## src/rtl/bsmul_seq.sv

```systemverilog
// Sequencer for a bit-serial multiplier: shifts operand a out LSB-first and deserialises the product.
// Result valid 1+D+RW cycles after accept (D = isync->osync delay); one op in flight, in_ready low until the result is taken.
module bsmul_seq #(
  parameter int LEN     = 5,
  parameter int RW      = 2*LEN,
  parameter int TIMEOUT = 4*LEN
) (
  input  logic          clk,
  input  logic          reset,
  input  logic          in_valid,
  output logic          in_ready,
  input  logic [LEN-1:0] in_a,
  input  logic [LEN-1:0] in_b,
  output logic          out_valid,
  input  logic          out_ready,
  output logic [RW-1:0] out_q,
  output logic          out_err,
  output logic          busy,
  output logic          mul_a,
  output logic [LEN-1:0] mul_b,
  output logic          mul_isync,
  input  logic          mul_q,
  input  logic          mul_osync
);

  localparam int CMAX = (RW > TIMEOUT) ? RW : TIMEOUT;
  localparam int CW   = $clog2(CMAX + 1);

  typedef enum logic [1:0] {
    IDLE = 2'd0,
    RUN  = 2'd1,
    DONE = 2'd2
  } state_t;

  state_t         state;
  state_t         state_nxt;

  logic [LEN-1:0] a_sh;
  logic [RW-1:0]  rx_sh;
  logic [CW-1:0]  tx_cnt;
  logic [CW-1:0]  rx_cnt;
  logic [CW-1:0]  to_cnt;

  logic accept;
  logic tx_go;
  logic tx_fin;
  logic rx_cap;
  logic rx_fin;
  logic to_tick;
  logic to_hit;

  assign accept = in_valid && in_ready;

  // tx_cnt counts bits already placed on mul_a; the accept edge places bit 0
  assign tx_go  = (state == RUN) && (tx_cnt < CW'(RW));
  assign tx_fin = (tx_cnt == CW'(RW)) || (tx_go && (tx_cnt == CW'(RW - 1)));

  // Capture opens on the first osync and then runs unconditionally for RW bits
  assign rx_cap = (state == RUN) && (rx_cnt < CW'(RW)) &&
                  ((rx_cnt != '0) || mul_osync);
  assign rx_fin = (rx_cnt == CW'(RW)) || (rx_cap && (rx_cnt == CW'(RW - 1)));

  assign to_tick = (state == RUN) && (rx_cnt == '0) && !mul_osync;
  assign to_hit  = to_tick && (to_cnt == CW'(TIMEOUT - 1));

  always_ff @(posedge clk or posedge reset) begin
    if (reset) begin
      state <= IDLE;
    end else begin
      state <= state_nxt;
    end
  end

  always_comb begin
    state_nxt = state;
    case (state)
      IDLE:    if (accept) state_nxt = RUN;
      RUN:     if (to_hit || (tx_fin && rx_fin)) state_nxt = DONE;
      DONE:    if (out_ready) state_nxt = IDLE;
      default: state_nxt = IDLE;
    endcase
  end

  always_comb begin
    in_ready  = 1'b0;
    busy      = 1'b0;
    out_valid = 1'b0;
    case (state)
      IDLE:    in_ready = !reset;
      RUN:     busy = 1'b1;
      DONE: begin
        busy      = 1'b1;
        out_valid = 1'b1;
      end
      default: ;
    endcase
  end

  always_ff @(posedge clk or posedge reset) begin
    if (reset) begin
      a_sh      <= '0;
      rx_sh     <= '0;
      tx_cnt    <= '0;
      rx_cnt    <= '0;
      to_cnt    <= '0;
      mul_a     <= 1'b0;
      mul_b     <= '0;
      mul_isync <= 1'b0;
      out_err   <= 1'b0;
    end else begin
      mul_isync <= accept;
      if (accept) begin
        mul_a   <= in_a[0];
        a_sh    <= in_a >> 1;
        mul_b   <= in_b;
        tx_cnt  <= CW'(1);
        rx_cnt  <= '0;
        to_cnt  <= '0;
        rx_sh   <= '0;
        out_err <= 1'b0;
      end else begin
        // a_sh drains to zero after LEN bits, which supplies the padding
        if (tx_go) begin
          mul_a  <= a_sh[0];
          a_sh   <= a_sh >> 1;
          tx_cnt <= tx_cnt + CW'(1);
        end else begin
          mul_a  <= 1'b0;
        end
        if (rx_cap) begin
          rx_sh  <= {mul_q, rx_sh[RW-1:1]};
          rx_cnt <= rx_cnt + CW'(1);
        end
        if (to_tick) begin
          to_cnt <= to_cnt + CW'(1);
        end
        if (to_hit) begin
          out_err <= 1'b1;
        end
      end
    end
  end

  // A timed-out op never captured a bit, so the cleared shifter reads as zero
  assign out_q = rx_sh;

endmodule
```

## config.mk

```make
export PLATFORM = sky130hd
export DESIGN_NAME = bsmul_seq
export DESIGN_NICKNAME = d
export VERILOG_FILES = /design/src/rtl/bsmul_seq.sv
export SDC_FILE = /design/constraint.sdc
export NUM_CORES = 1
export LEC_CHECK = 0
export ABC_AREA = 1
export CAP_MARGIN = 20
export CORE_ASPECT_RATIO = 1.25
export CORE_MARGIN = 4
export CORE_UTILIZATION = 35
export CTS_CLUSTER_DIAMETER = 80
export CTS_CLUSTER_SIZE = 10
export DETAILED_ROUTE_END_ITERATION = 8
export DONT_BUFFER_PORTS = 1
export GPL_TIMING_DRIVEN = 0
export PLACE_DENSITY = 0.53
export SKIP_LAST_GASP = 1
export SLEW_MARGIN = 40
export SYNTH_ARGS = -nofsm -noshare
export SYNTH_HDL_FRONTEND = slang
export SYNTH_SLANG_ARGS = --single-unit
```

## constraint.sdc

```tcl
create_clock -name clk -period 1.87 [get_ports clk]
set_clock_uncertainty 0.1 [all_clocks]
set_input_delay 0.374 -clock clk [delete_from_list [all_inputs] [get_ports clk]]
set_output_delay 0.374 -clock clk [all_outputs]
set_load 0.01 [all_outputs]
```

Word-level counts from Yosys, hierarchy flattened --
Index checks and enable logic that the tools add are counted.
Storage, ports and cells: bits in registers 40, input bits 16, output and inout bits 21, logic and storage cells 71
Operators by class: $add $sub $neg 3, order comparisons 2, equal/unequal tests 10, mux-type cells 21, reduce and logical (&&, ||, !) cells 25
Operators with widths (count):
- two-way mux 5 bit | 8
- equality test 5 x 4 -> 1 bit, second input constant | 4
- two-way mux 10 bit | 2
- adder 5 x 1 -> 5 bit, second input constant | 3
- logical AND 1 bit | 10
- < comparator 5 x 4 -> 1 bit, second input constant | 2
- nonzero test 2 bit | 4
- two-way mux 1 bit | 7
- two-way mux 2 bit | 3
- one-hot mux 2 bit (3 select lines) | 1
- equality test 5 bit, second input constant | 1
- logical NOT 5 bit | 1
- nonzero test 5 bit | 1
- logical OR 1 bit | 4
- != test 2 bit, second input constant | 2
- AND reduction 3 bit | 1
- equality test 2 x 1 -> 1 bit, second input constant | 1
- equality test 2 bit, second input constant | 1
- logical NOT 1 bit | 2
- logical NOT 2 bit | 1
- != test 2 x 1 -> 1 bit, second input constant | 1
- OR reduction 2 bit | 1

Depth between registers and ports, before layout --
Gate-level depths: netlist (run 1).
depth after elaboration 9, gate-level depth with buffers 12, mapped depth without buffers 12

Worst setup path before layout (run 1) --
Ideal clock, no wire load.
path kind register to register, start point register state[0], end point register state[0], setup time 0.117 ns, arrival 1.411 ns, data required time 1.653 ns, path slack 0.242 ns, stages on the path, launching flop included 11, path buffers 1, period minus slack after synthesis 1.628 ns, path through dfrtp_1 inv_1 ha_1 inv_1 nor2_2 nand2_2 buf_6 a22oi_2 nand2_1 nand2_1 nand2_1
On the way: elaborated cells between the ends (all ways) 22, classes of those cells eq/ne: 5; mux: 2; reduce/logical: 15
RTL lines:
- start: declaration | RTL line 35 | state_t state;
- start signal: assignment | RTL line 70 | state <= state_nxt;
- equality test 2 bit, or another cell as far along | RTL line 76 | case (state)
- one-hot mux 2 bit (3 select lines) * | RTL line 76
- named net state_nxt[0] | RTL line 36 | state_t state_nxt;
Mark *: on every way through the listed nets, which the timed path passes. The rest lies on a longest branch. A chain may end at the register's enable or synchronous reset.

Final worst setup path (run 1) --
start point register state[1], end point register state[0]
Same word-level chain as after synthesis.

==> results of run 1 <==
==> metrics by stage <==
step                      setup TNS [ns]  hold WS [ns]  area (sq um)
after floorplan                        0         0.358          1900
after global placement            -0.709         0.387          1970
after detailed placement               0         0.218          1980
after CTS                              0        0.0807          2070
after global routing            -0.00259        0.0879          2200
final                                  0        0.0875          2200
==> routing by layer <==
metal,GRT usage,vias up
li1,-,718
met1,0.154,659
met2,0.193,15
met3,0.0312,5
met4,0.0363,0
met5,0,-
==> power breakdown <==
group          internal (mW)  total [mW]  leakage (nW)  switching (mW)
Clock                  0.261       0.569        0.0412           0.308
Sequential              1.12        1.38         0.516           0.263
Combinational          0.512        1.28         0.503           0.764
==> state kept, by name (all words and copies together), names as in the netlist <==
signal / count
out_q: 10
mul_b: 5
rx_cnt: 5
to_cnt: 5
tx_cnt: 5
a_sh: 4
state: 2
mul_a: 1
mul_isync: 1
out_err: 1
==> cell usage after synthesis <==
library cell  count  area, sq um
nand2_1          46          173
a21oi_2           1         8.76
o21ai_0           7         35.0
nand3_1          12         60.1
buf_6             1         11.3
inv_2             3         11.3
o22ai_1           9         56.3
nand4_1           2         12.5
nand2_2           5         31.3
a22oi_2           1         12.5
o221ai_1          3         26.3
nor2_1           11         41.3
buf_4             1         7.51
o21a_1            3         22.5
nor3_2            1         10.0
nor3_1            3         15.0
o21ai_1           1         5.00
ha_1             12          150
nor4_1            1         6.26
inv_1            36          135
dfrtp_1          39          976
buf_2             1         5.00
a21boi_0          1         7.51
a21oi_1           9         45.0
nand4_2           1         12.5
nor2_2            3         18.8
==> final timing paths <==
path,startpoint,endpoint,slack (ns),depth (start not counted)
setup / recovery,state[1]$_DFFE_PP0P_,state[0]$_DFFE_PP0P_,0.16,10
hold / removal,in_b[2],mul_b[2]$_DFFE_PP0P_,0.09,2
setup reg to reg,state[1]$_DFFE_PP0P_,state[0]$_DFFE_PP0P_,0.16,10
hold reg to reg,tx_cnt[4]$_DFFE_PP0P_,tx_cnt[4]$_DFFE_PP0P_,0.40,2
max in group asynchronous,reset,state[0]$_DFFE_PP0P_,0.81,2
min in group asynchronous,reset,tx_cnt[4]$_DFFE_PP0P_,0.50,2
==> kinds of logic (layout without fill, tap and decap cells) <==
kind of cell               count (synthesis)  after routing  synth area share
AOI/OAI and AO/OA                         35             35             0.116
buffers and inverters                     42             59            0.0898
and+or+nand+nor                           85             85             0.201
DFF                                       39             39             0.515
adders and majority gates                 12             12            0.0792
==> final cells by class <==
type	count	area, sq um
Tap cell	62	77.6
Inverter	39	151
Fill cell	531	2960
Buffer	3	27.5
Clock inverter	2	12.5
Sequential cell	39	977
Timing Repair Buffer	9	70.1
Clock buffer	6	72.6
Multi-Input combinational cell	132	808
==> critical path, delay by kind of cell (launching register included) <==
family | cells | cell delay [ns]
adders and majority gates | 1 | 0.16
buffers and inverters | 3 | 0.30
and+or+nand+nor | 5 | 0.43
AOI/OAI and AO/OA | 1 | 0.18
DFF | 1 | 0.41
==> repair_timing <==
item,in CTS,in global routing
endpoints found under the setup margin,0,18
gates resized for setup,0,17
setup buffers,0,8
endpoints found under the hold margin,39,0
hold buffers,1,0
==> impl_results.md, run 1 <==
* Status: finished clean
* Commonest cells after routing, fill and taps aside: nand2_1, dfrtp_1, inv_1
* CP peak stage delay at 0.41 ns
* Min-Delay Path Class: in2reg
* Sequential area share after synthesis at 0.515
* Max-slew headroom at 0.673
* IR drop worst, VDD at 0.000616 V
* Min Tclk post-route at 1.71 ns
* Vias per cell at 4.78
* Synthesized instance count at 213
* Critical Setup Path Class: reg2reg
* CTS tree: yes
* Post-Route WL at 3750 um
* Full die area at 6660 sq um
* Final Setup Violations at 0
* # IOs at 37
* Crit start category: register
* Avg Cell Area, Syn at 8.90 sq um
* Slowest library cell on the worst path: dfrtp_1
* Total Power at 3.23 mW
* Crit path top cell by count: nand2_1
* Final std cells w/o fill at 292
* Max Cap Viol at 0
* Net count of the finished layout at 257
* Synthesized Nets at 241
* GRT Util Overall at 0.119
* Wire per inst at 12.8 um
* Clock-pin slew on the worst setup and hold paths at 0.08 ns
* DP Cell Count at between 200 and 300
* Pre-antenna DRT Iters at 4
* Commonest non-fill, non-tap cell in the layout: nand2_1
* Global-route wire length before repair at 6380 um
* Initial Util at 0.368
* CP Capture Type: register
* Port bufs at 0
* Period utilisation layout at 0.912
* TritonCTS Buffers at 5
* Row count at 29
* Initial antenna violation count at 0
* CTS Buffer Depth at 2
* Largest net degree at the start of global routing at 40
* Top sig layer: met4
* Gpl congestion at 0.706
* CTS Sinks at 39
* F_max at around 600 MHz
* Power Density at 1470 nW/um^2
* Mapped Area at 1900 sq um
* Root buffer selected by CTS: clkbuf_8
* Dpl ws at 0.0695 ns
* Antenna cells at 0
* Core ar. at roughly 5000 sq um
* Met3 WL at 133 um
* Vias in the first global route at ~1400
* Share of layout cells above drive strength 1 at 0.187
* Die Wd at 73.8 um
* Yosys reg bits at 39
* GRT overflow at 0
* Die Y-Extent at 90.3 um
* Max H-tree Level at 2
* Detailed placement HPWL at 2650 um
* YS warnings at 0
* CP Data Required Time at roughly 2.0 ns
* LEAKAGE at 1.06 nW
* Post-synthesis cell type count at 26
* Metal2 WL at 1880 um
* Final Max Slew Viols at 0
* Final WS setup at approximately 0.16 ns
* P&R area growth vs syn at 15.9%
* Arr. time, crit path at between 1.5 and 2 ns
* Post-DRT Antenna Nets at 0
* Final Hold Vio Count at 0
* DR iter-0 viols at 40
* Vias at 1397
* Final core occ at 0.426
* Worst Tran Pin Value at roughly 0.5 ns
* Critical path cell sequence: inv_2, ha_4, inv_2, nor2_4, nand2_2, buf_8, a22oi_2, nand2_1, nand2_1, nand2_1
* Worst-skew pair later-pin latency at 0.29 ns
* Worst-path maximum fanout at 8
* DRC at 0
* DRT met1 WL at 1690 um
Power figures use the tool's default switching activity.
==> run 2, diff against run 1 <==
--- a/config.mk
+++ b/config.mk
@@ -9,13 +9,13 @@
 export CAP_MARGIN = 20
 export CORE_ASPECT_RATIO = 1.25
 export CORE_MARGIN = 4
-export CORE_UTILIZATION = 35
+export CORE_UTILIZATION = 55
 export CTS_CLUSTER_DIAMETER = 80
 export CTS_CLUSTER_SIZE = 10
 export DETAILED_ROUTE_END_ITERATION = 8
 export DONT_BUFFER_PORTS = 1
 export GPL_TIMING_DRIVEN = 0
-export PLACE_DENSITY = 0.53
+export PLACE_DENSITY = 0.74
 export SKIP_LAST_GASP = 1
 export SLEW_MARGIN = 40
 export SYNTH_ARGS = -nofsm -noshare
==> impl_results.md, run 2 (synthesized netlist as in run 1, its figures left out) <==
* Net count of the finished layout at 256 (was 257)
* Max-slew headroom at 0.758 (was 0.673)
* Worst-skew pair later-pin latency at 0.29 ns (about the same)
* Pre-antenna DRT Iters at 5 (was 4)
* Port bufs at 0 (unchanged)
* # IOs at 37 (unchanged)
* Final Hold Vio Count at 0 (unchanged)
* Crit path launch: state[0]$_DFFE_PP0P_ (was state[1]$_DFFE_PP0P_)
* R2R cell count at 10 (unchanged)
* Initial antenna violation count at 0 (unchanged)
* Crit path to: state[0]$_DFFE_PP0P_ (unchanged)
* Vias in the first global route at 1503 (was 1358)
* IR drop worst, VDD at 0.00111 V (was 0.000616 V)
* R2r endpoint: state[0]$_DFFE_PP0P_ (unchanged)
* DR iter-0 viols at 48 (was 40)
* Global-route wire length before repair at 6450 um (was 6380 um)
* CTS Buffer Depth at 2 (unchanged)
* Vias per cell at 5.58 (was 4.78)
* Arr. time, crit path at 1.91 ns (was 1.78 ns)
* Commonest non-fill, non-tap cell in the layout: nand2_1 (unchanged)
* Final Max Slew Viols at 0 (unchanged)
* Final WS setup at 0.0439 ns (was 0.164 ns)
* Root buffer selected by CTS: clkbuf_8 (unchanged)
* Reg2Reg Setup Slack at 0.04 ns (was 0.16 ns)
* Worst R2R Start: state[0]$_DFFE_PP0P_ (was state[1]$_DFFE_PP0P_)
* Dpl ws at 0.0506 ns (was 0.0695 ns)
* Commonest cells after routing, fill and taps aside: nand2_1, dfrtp_1, inv_1 (unchanged)
* P&R area growth vs syn at 14.8% (was 15.9%)
* Largest net degree at the start of global routing at 25 (was 40)
* Post-DRT Antenna Nets at 0 (unchanged)
* Antenna cells at 0 (unchanged)
* DRC at 0 (unchanged)
* Worst Tran Pin Value at 0.362 ns (was 0.490 ns)
* Worst-path maximum fanout at 10 (was 8)
* Register area at 977 sq um (unchanged)
* Die Y-Extent at 73.6 um (was 90.3 um)
* Number of fill cells at 266 (was 531)
* Min Tclk post-route at 1.83 ns (was 1.71 ns)
* Setup tns final at 0 ns (unchanged)
* Max Cap Viol at 0 (unchanged)
* Die Wd at 60.5 um (was 73.8 um)
* Max H-tree Level at 2 (unchanged)
* Detailed placement HPWL at 2860 um (was 2650 um)
* Wire per inst at 14.8 um (was 12.8 um)
* Gpl congestion at 0.775 (was 0.706)
* Initial Util at 0.583 (was 0.368)
* Share of layout cells above drive strength 1 at 0.175 (was 0.187)
* Status: finished clean (unchanged)
* Power Density at 1550 nW/um^2 (was 1470 nW/um^2)
* Crit start category: register (unchanged)
* F_max at 548 MHz (was 586 MHz)
* Critical Setup Path Class: reg2reg (unchanged)
* CP Data Required Time at 1.96 ns (was 1.95 ns)
* Full die area at 4460 sq um (was 6660 sq um)
* Core ar. at 3250 sq um (was 5150 sq um)
* Clock-pin slew on the worst setup and hold paths at 0.08 ns (about the same)
* Multi-input logic area at 782 sq um (was 808 sq um)
* Min-Delay Path Class: in2reg (unchanged)
* Dpl cell area at 1970 sq um (was 1980 sq um)
* CTS Sinks at 39 (unchanged)
* GRT overflow at 0 (unchanged)
* Period utilisation layout at 0.977 (was 0.912)
* Post-Route WL at 3950 um (was 3750 um)
* Vias at 1484 (was 1397)
* Final Setup Violations at 0 (unchanged)
* Max reg flops at 10 (unchanged)
* Final core occ at 0.669 (was 0.426)
* CP Capture Type: register (unchanged)
* Final instance area at 2180 sq um (was 2200 sq um)
* GRT Util Overall at 0.195 (was 0.119)
* CTS tree: yes (unchanged)
* Row count at 23 (was 29)
* LEAKAGE at 1.09 nW (was 1.06 nW)
* TritonCTS Buffers at 5 (unchanged)
[run 2: timing repair]
action	4_1_cts	5_1_grt
setup endpoints to repair	1	11
hold endpoints to repair	15	0
resized for setup	1	8
setup buffers	0	6
hold buffers	1	0
pin swaps	0	2
[run 2: how the worst min path moves through the flow]
| stage | from | to | slack (ns) | depth (start not counted) |
|---|---|---|---|---|
| final | in_b[3] | mul_b[3]$_DFFE_PP0P_ | 0.09 | 2 |
| after global routing | in_b[2] | mul_b[2]$_DFFE_PP0P_ | 0.09 | 2 |
| after CTS | in_b[3] | mul_b[3]$_DFFE_PP0P_ | 0.09 | 2 |
| after detailed placement | reset | out_q[1]$_DFFE_PP0P_ | 0.15 | 1 |
| after global placement | tx_cnt[4]$_DFFE_PP0P_ | tx_cnt[4]$_DFFE_PP0P_ | 0.38 | 2 |
| after floorplan | tx_cnt[4]$_DFFE_PP0P_ | tx_cnt[4]$_DFFE_PP0P_ | 0.36 | 2 |
[run 2: per-stage QoR]
stage               hold WS (ns)  instances  total power [mW]
floorplan                  0.358        213              2.23
global placement           0.377        250              2.41
detailed placement         0.155        251              2.52
CTS                       0.0884        260              3.25
global route              0.0859        266              3.64
finish                    0.0930        266              3.38
[run 2: report_power, final]
group          leakage [nW]  internal (mW)  switching [mW]
registers             0.516           1.12           0.281
clock network        0.0612          0.431           0.287
logic                 0.510          0.494           0.766
[run 2: layout make-up]
type / instances / share of cell area
Multi-Input combinational cell: 132 / 0.359
Timing Repair Buffer: 8 / 0.0380
Buffer: 3 / 0.0109
Clock buffer: 6 / 0.0380
Clock inverter: 2 / 0.0161
Sequential cell: 39 / 0.449
Inverter: 39 / 0.0673
Tap cell: 37 / 0.0213
[run 2: worst max-delay path, stage by stage, from the launching register on]
cell	delay, ns
dfrtp_2	0.46
inv_2	0.10
ha_4	0.15
inv_1	0.06
nor2_4	0.12
nand2_2	0.08
buf_6	0.15
a22oi_2	0.23
nand2_1	0.14
nand2_1	0.08
nand2_1	0.05
[run 2: layer usage]
metal | part of all wire | track usage
met1 | 0.37 | 0.208
met2 | 0.56 | 0.356
met3 | 0.059 | 0.0598
met4 | 0.014 | 0.0675
met5 | 0 | 0
==> run 3, diff against run 2 <==
--- a/config.mk
+++ b/config.mk
@@ -5,7 +5,6 @@
 export SDC_FILE = /design/constraint.sdc
 export NUM_CORES = 1
 export LEC_CHECK = 0
-export ABC_AREA = 1
 export CAP_MARGIN = 20
 export CORE_ASPECT_RATIO = 1.25
 export CORE_MARGIN = 4
==> impl_results.md, run 3 <==
* Crit start category: register (unchanged)
* Grt met2 use at 0.322 (was 0.356)
* Final Max Slew Viols at 0 (unchanged)
* Dominant synthesized flop cell: dfrtp_1 (unchanged)
* Comb pwr share at 0.464 (was 0.373)
* Critical path cell sequence: inv_2, ha_4, or4b_4, o211ai_4, o21bai_1, a22o_1, mux2_4 (was inv_2, ha_4, inv_1, nor2_4, nand2_2, buf_6, a22oi_2, nand2_1, nand2_1, nand2_1)
* Crit path launch: rx_cnt[0]$_DFFE_PP0P_ (was state[0]$_DFFE_PP0P_)
* Psw at 1.48 mW (was 1.33 mW)
* Yosys reg bits at 39 (unchanged)
* Full die area at 4430 sq um (was 4460 sq um)
* LEAKAGE at 1.19 nW (was 1.09 nW)
* Max H-tree Level at 2 (unchanged)
* Min-Delay Path Class: in2reg (unchanged)
* Vias per cell at 5.59 (was 5.58)
* GRT overflow at 0 (unchanged)
* Final Hold Vio Count at 0 (unchanged)
* Synth top cells by count: dfrtp_1, nor2_1, mux2i_1 (was nand2_1, dfrtp_1, inv_1)
* Initial Util at 0.579 (was 0.583)
* F_max at 455 MHz (was 548 MHz)
* Synthesized instance count at 167 (was 213)
* DR iter-0 viols at 42 (was 48)
* Multi-input logic area at 912 sq um (was 782 sq um)
* CP delay by family, top: compound AO/OA/AOI/OAI gates (was simple AND/OR/NAND/NOR gates)
* Dpl cell area at 1940 sq um (was 1970 sq um)
* Pre-antenna DRT Iters at 4 (was 5)
* GRT Util Overall at 0.191 (was 0.195)
* Failing checks: negative setup slack
* IR drop worst, VDD at 0.00124 V (was 0.00111 V)
* Vias in the first global route at 1360 (was 1503)
* Worst-path maximum fanout at 3 (was 10)
* TritonCTS Buffers at 5 (unchanged)
* Top cell type's share of synthesized area at 0.519 (was 0.515)
* Vias at 1302 (was 1484)
* Commonest non-fill, non-tap cell in the layout: dfrtp_1 (was nand2_1)
* Dominant cells by area after synthesis: dfrtp_1, ha_1, mux2i_1 (was dfrtp_1, nand2_1, ha_1)
* Met3 usage at 0.0492 (was 0.0598)
* Net count of the finished layout at 223 (was 256)
* Commonest cells after routing, fill and taps aside: dfrtp_1, nor2_1, mux2i_1 (was nand2_1, dfrtp_1, inv_1)
* Most frequent cell after synthesis: dfrtp_1 (was nand2_1)
* Final instance area at 2390 sq um (was 2180 sq um)
* Wire per inst at 17.7 um (was 14.8 um)
* Simple-Gate Fraction of Synth Area at 0.136 (was 0.201)
* Worst hold-check slack at 0.101 ns (was 0.0930 ns)
* Mapped Area at 1880 sq um (was 1900 sq um)
* Synth area leader: dfrtp_1 (unchanged)
* Post-synthesis cell type count at 31 (was 26)
* Avg Cell Area, Syn at 11.3 sq um (was 8.90 sq um)
* Unrepaired setup endpoints after global routing: true
* Worst Tran Pin Value at 0.652 ns (was 0.362 ns)
* Final WS setup at -0.326 ns (was 0.0439 ns)
* Worst R2R Start: rx_cnt[0]$_DFFE_PP0P_ (was state[0]$_DFFE_PP0P_)
* Post-synthesis compound-gate area fraction at 0.0672 (was 0.116)
* CP Data Required Time at 1.94 ns (was 1.96 ns)
* Antenna cells at 0 (unchanged)
* YS warnings at 0 (unchanged)
* Number of fill cells at 221 (was 266)
* CP peak stage delay at 0.49 ns (was 0.46 ns)
* Register area at 976 sq um (was 977 sq um)
* Max reg flops at 10 (unchanged)
* EDFF count, synth at 0 (unchanged)
* Hold_sp: in_a[2] (was in_b[3])
* Power Density at 1750 nW/um^2 (was 1550 nW/um^2)
* Synthesized Nets at 195 (was 241)
* Clk network pwr share at 0.172 (was 0.213)
* Dpl ws at -0.446 ns (was 0.0506 ns)
* CTS Sinks at 39 (unchanged)
* Row count at 23 (unchanged)
* Period utilisation layout at 1.17 (was 0.977)
* Post-DRT Antenna Nets at 0 (unchanged)
* Min Tclk post-route at 2.20 ns (was 1.83 ns)
* Root buffer selected by CTS: clkbuf_8 (unchanged)
* # IOs at 37 (unchanged)
* Max-slew headroom at 0.565 (was 0.758)
* Post-Route WL at 4120 um (was 3950 um)
* Flop pwr share at 0.364 (was 0.415)
* Die Wd at 60.3 um (was 60.5 um)
* Gpl congestion at 0.819 (was 0.775)
* Final Setup Violations at 21 (was 0)
* Die Y-Extent at 73.4 um (was 73.6 um)
* Total Power at 4.17 mW (was 3.38 mW)
* Clock-pin slew on the worst setup and hold paths at 0.08 ns (about the same)
* Detailed placement HPWL at 2370 um (was 2860 um)
* Arr. time, crit path at 2.27 ns (was 1.91 ns)
* Core ar. at 3250 sq um (unchanged)
* Async SR Flop Fraction at 1.00 (unchanged)
* Buf+Inv Stages, Crit Path at 1 (was 3)
* CTS tree: yes (unchanged)
* Final core occ at 0.735 (was 0.669)
* Sequential area share after synthesis at 0.519 (was 0.515)
* DRC at 0 (unchanged)
* CP Capture Type: register (unchanged)
* Status: complete, but fails checks (was finished clean)
* P&R area growth vs syn at 27.0% (was 14.8%)
* Worst-skew pair later-pin latency at 0.29 ns (about the same)
* Synth Area in Adders at 0.0798 (was 0.0792)
* Initial antenna violation count at 0 (unchanged)
* Critical Setup Path Class: reg2reg (unchanged)
* Global-route wire length before repair at 6260 um (was 6450 um)
* Max Cap Viol at 0 (unchanged)
* Met1 GRT Util at 0.231 (was 0.208)
* Sw Share at 0.356 (was 0.395)
* Port bufs at 0 (unchanged)
* Slowest library cell on the worst path: or4b_4 (was dfrtp_2)
* Power Internal at 2.69 mW (was 2.05 mW)
* XOR/XNOR share of the synthesized area at 0.0372 (was 0)
* Largest family of logic cells by synthesized area: simple AND/OR/NAND/NOR gates (unchanged)
* Largest net degree at the start of global routing at 40 (was 25)
* CTS Buffer Depth at 2 (unchanged)
* Post-synthesis mux area share at 0.126 (was 0)
* Share of layout cells above drive strength 1 at 0.316 (was 0.175)
* Top Usage Layer GRT: met2 (unchanged)
## run 3: cell types whose count changed in the layout (fill, tap and decap cells not counted), moves of 4 or more
cell and change:
a21oi_1 -8, buf_6 +5, mux2i_1 +15, buf_4 +6, inv_1 -29, xor2_1 +4, o22ai_1 -9, mux2_2 +5
nand3_1 -12, nand2_2 -5, nor2_1 +14, nand2_1 -35
## run 3: worst paths after layout
| kind | end | slack, ns | cells past startpoint |
|---|---|---|---|
| max | state[1]$_DFFE_PP0P_ | -0.33 | 7 |
| min | a_sh[1]$_DFFE_PP0P_ | 0.10 | 2 |
| max reg2reg | state[1]$_DFFE_PP0P_ | -0.33 | 7 |
| min reg2reg | a_sh[3]$_DFFE_PP0P_ | 0.44 | 2 |
| max in group asynchronous | out_q[8]$_DFFE_PP0P_ | 0.75 | 2 |
| min in group asynchronous | state[1]$_DFFE_PP0P_ | 0.52 | 2 |
## run 3: layout make-up
cell class / instances / area share
flip-flops and latches: 39 / 0.408
clock buffers: 6 / 0.0346
plain buffers: 6 / 0.0309
inverters: 10 / 0.0162
well taps: 37 / 0.0194
multi-input cells: 111 / 0.382
repair buffers: 22 / 0.0942
clock inverters: 2 / 0.0147
## run 3: cells by family after synthesis
group | after synthesis
simple gates | 52
xor+xnor | 8
fa+ha+maj | 12
compound gates | 17
mux | 22
flops | 39
buf+inv | 17
## run 3: power by group through the flow
stage	registers (mW)	clock network, mW	logic [mW]
CTS	1.50	0.729	1.64
floorplan	1.45	0	1.05
detailed placement	1.54	0	1.23
global route	1.56	0.762	2.11
global placement	1.51	0	1.16
finish	1.52	0.718	1.93
## run 3: worst register-to-register path: stages (launching register included)
cell and delay (ns):
dfrtp_1 0.40, inv_2 0.09, ha_4 0.12, or4b_4 0.49
o211ai_4 0.20, o21bai_1 0.11, a22o_1 0.26, mux2_4 0.30
## run 3: per-layer routing
layer	wire length [um]	up-vias
met5	0	-
met4	76	0
met3	189	8
met2	2260	36
met1	1600	649
li1	-	609
## run 3: timing repair
action,4_1_cts,5_1_grt
pin swaps,9,19
resized for setup,20,19
endpoints found under the hold margin,0,29
setup endpoints to repair,34,28
cloned,0,2
hold buffers,0,1
buffers inserted,16,4
## run 3: metrics by stage
step / setup TNS [ns] / instances
after floorplan: -2.19 / 167
after global placement: -5.15 / 204
after detailed placement: -7.84 / 204
after CTS: -4.08 / 227
after global routing: -7.20 / 233
final: -5.01 / 233
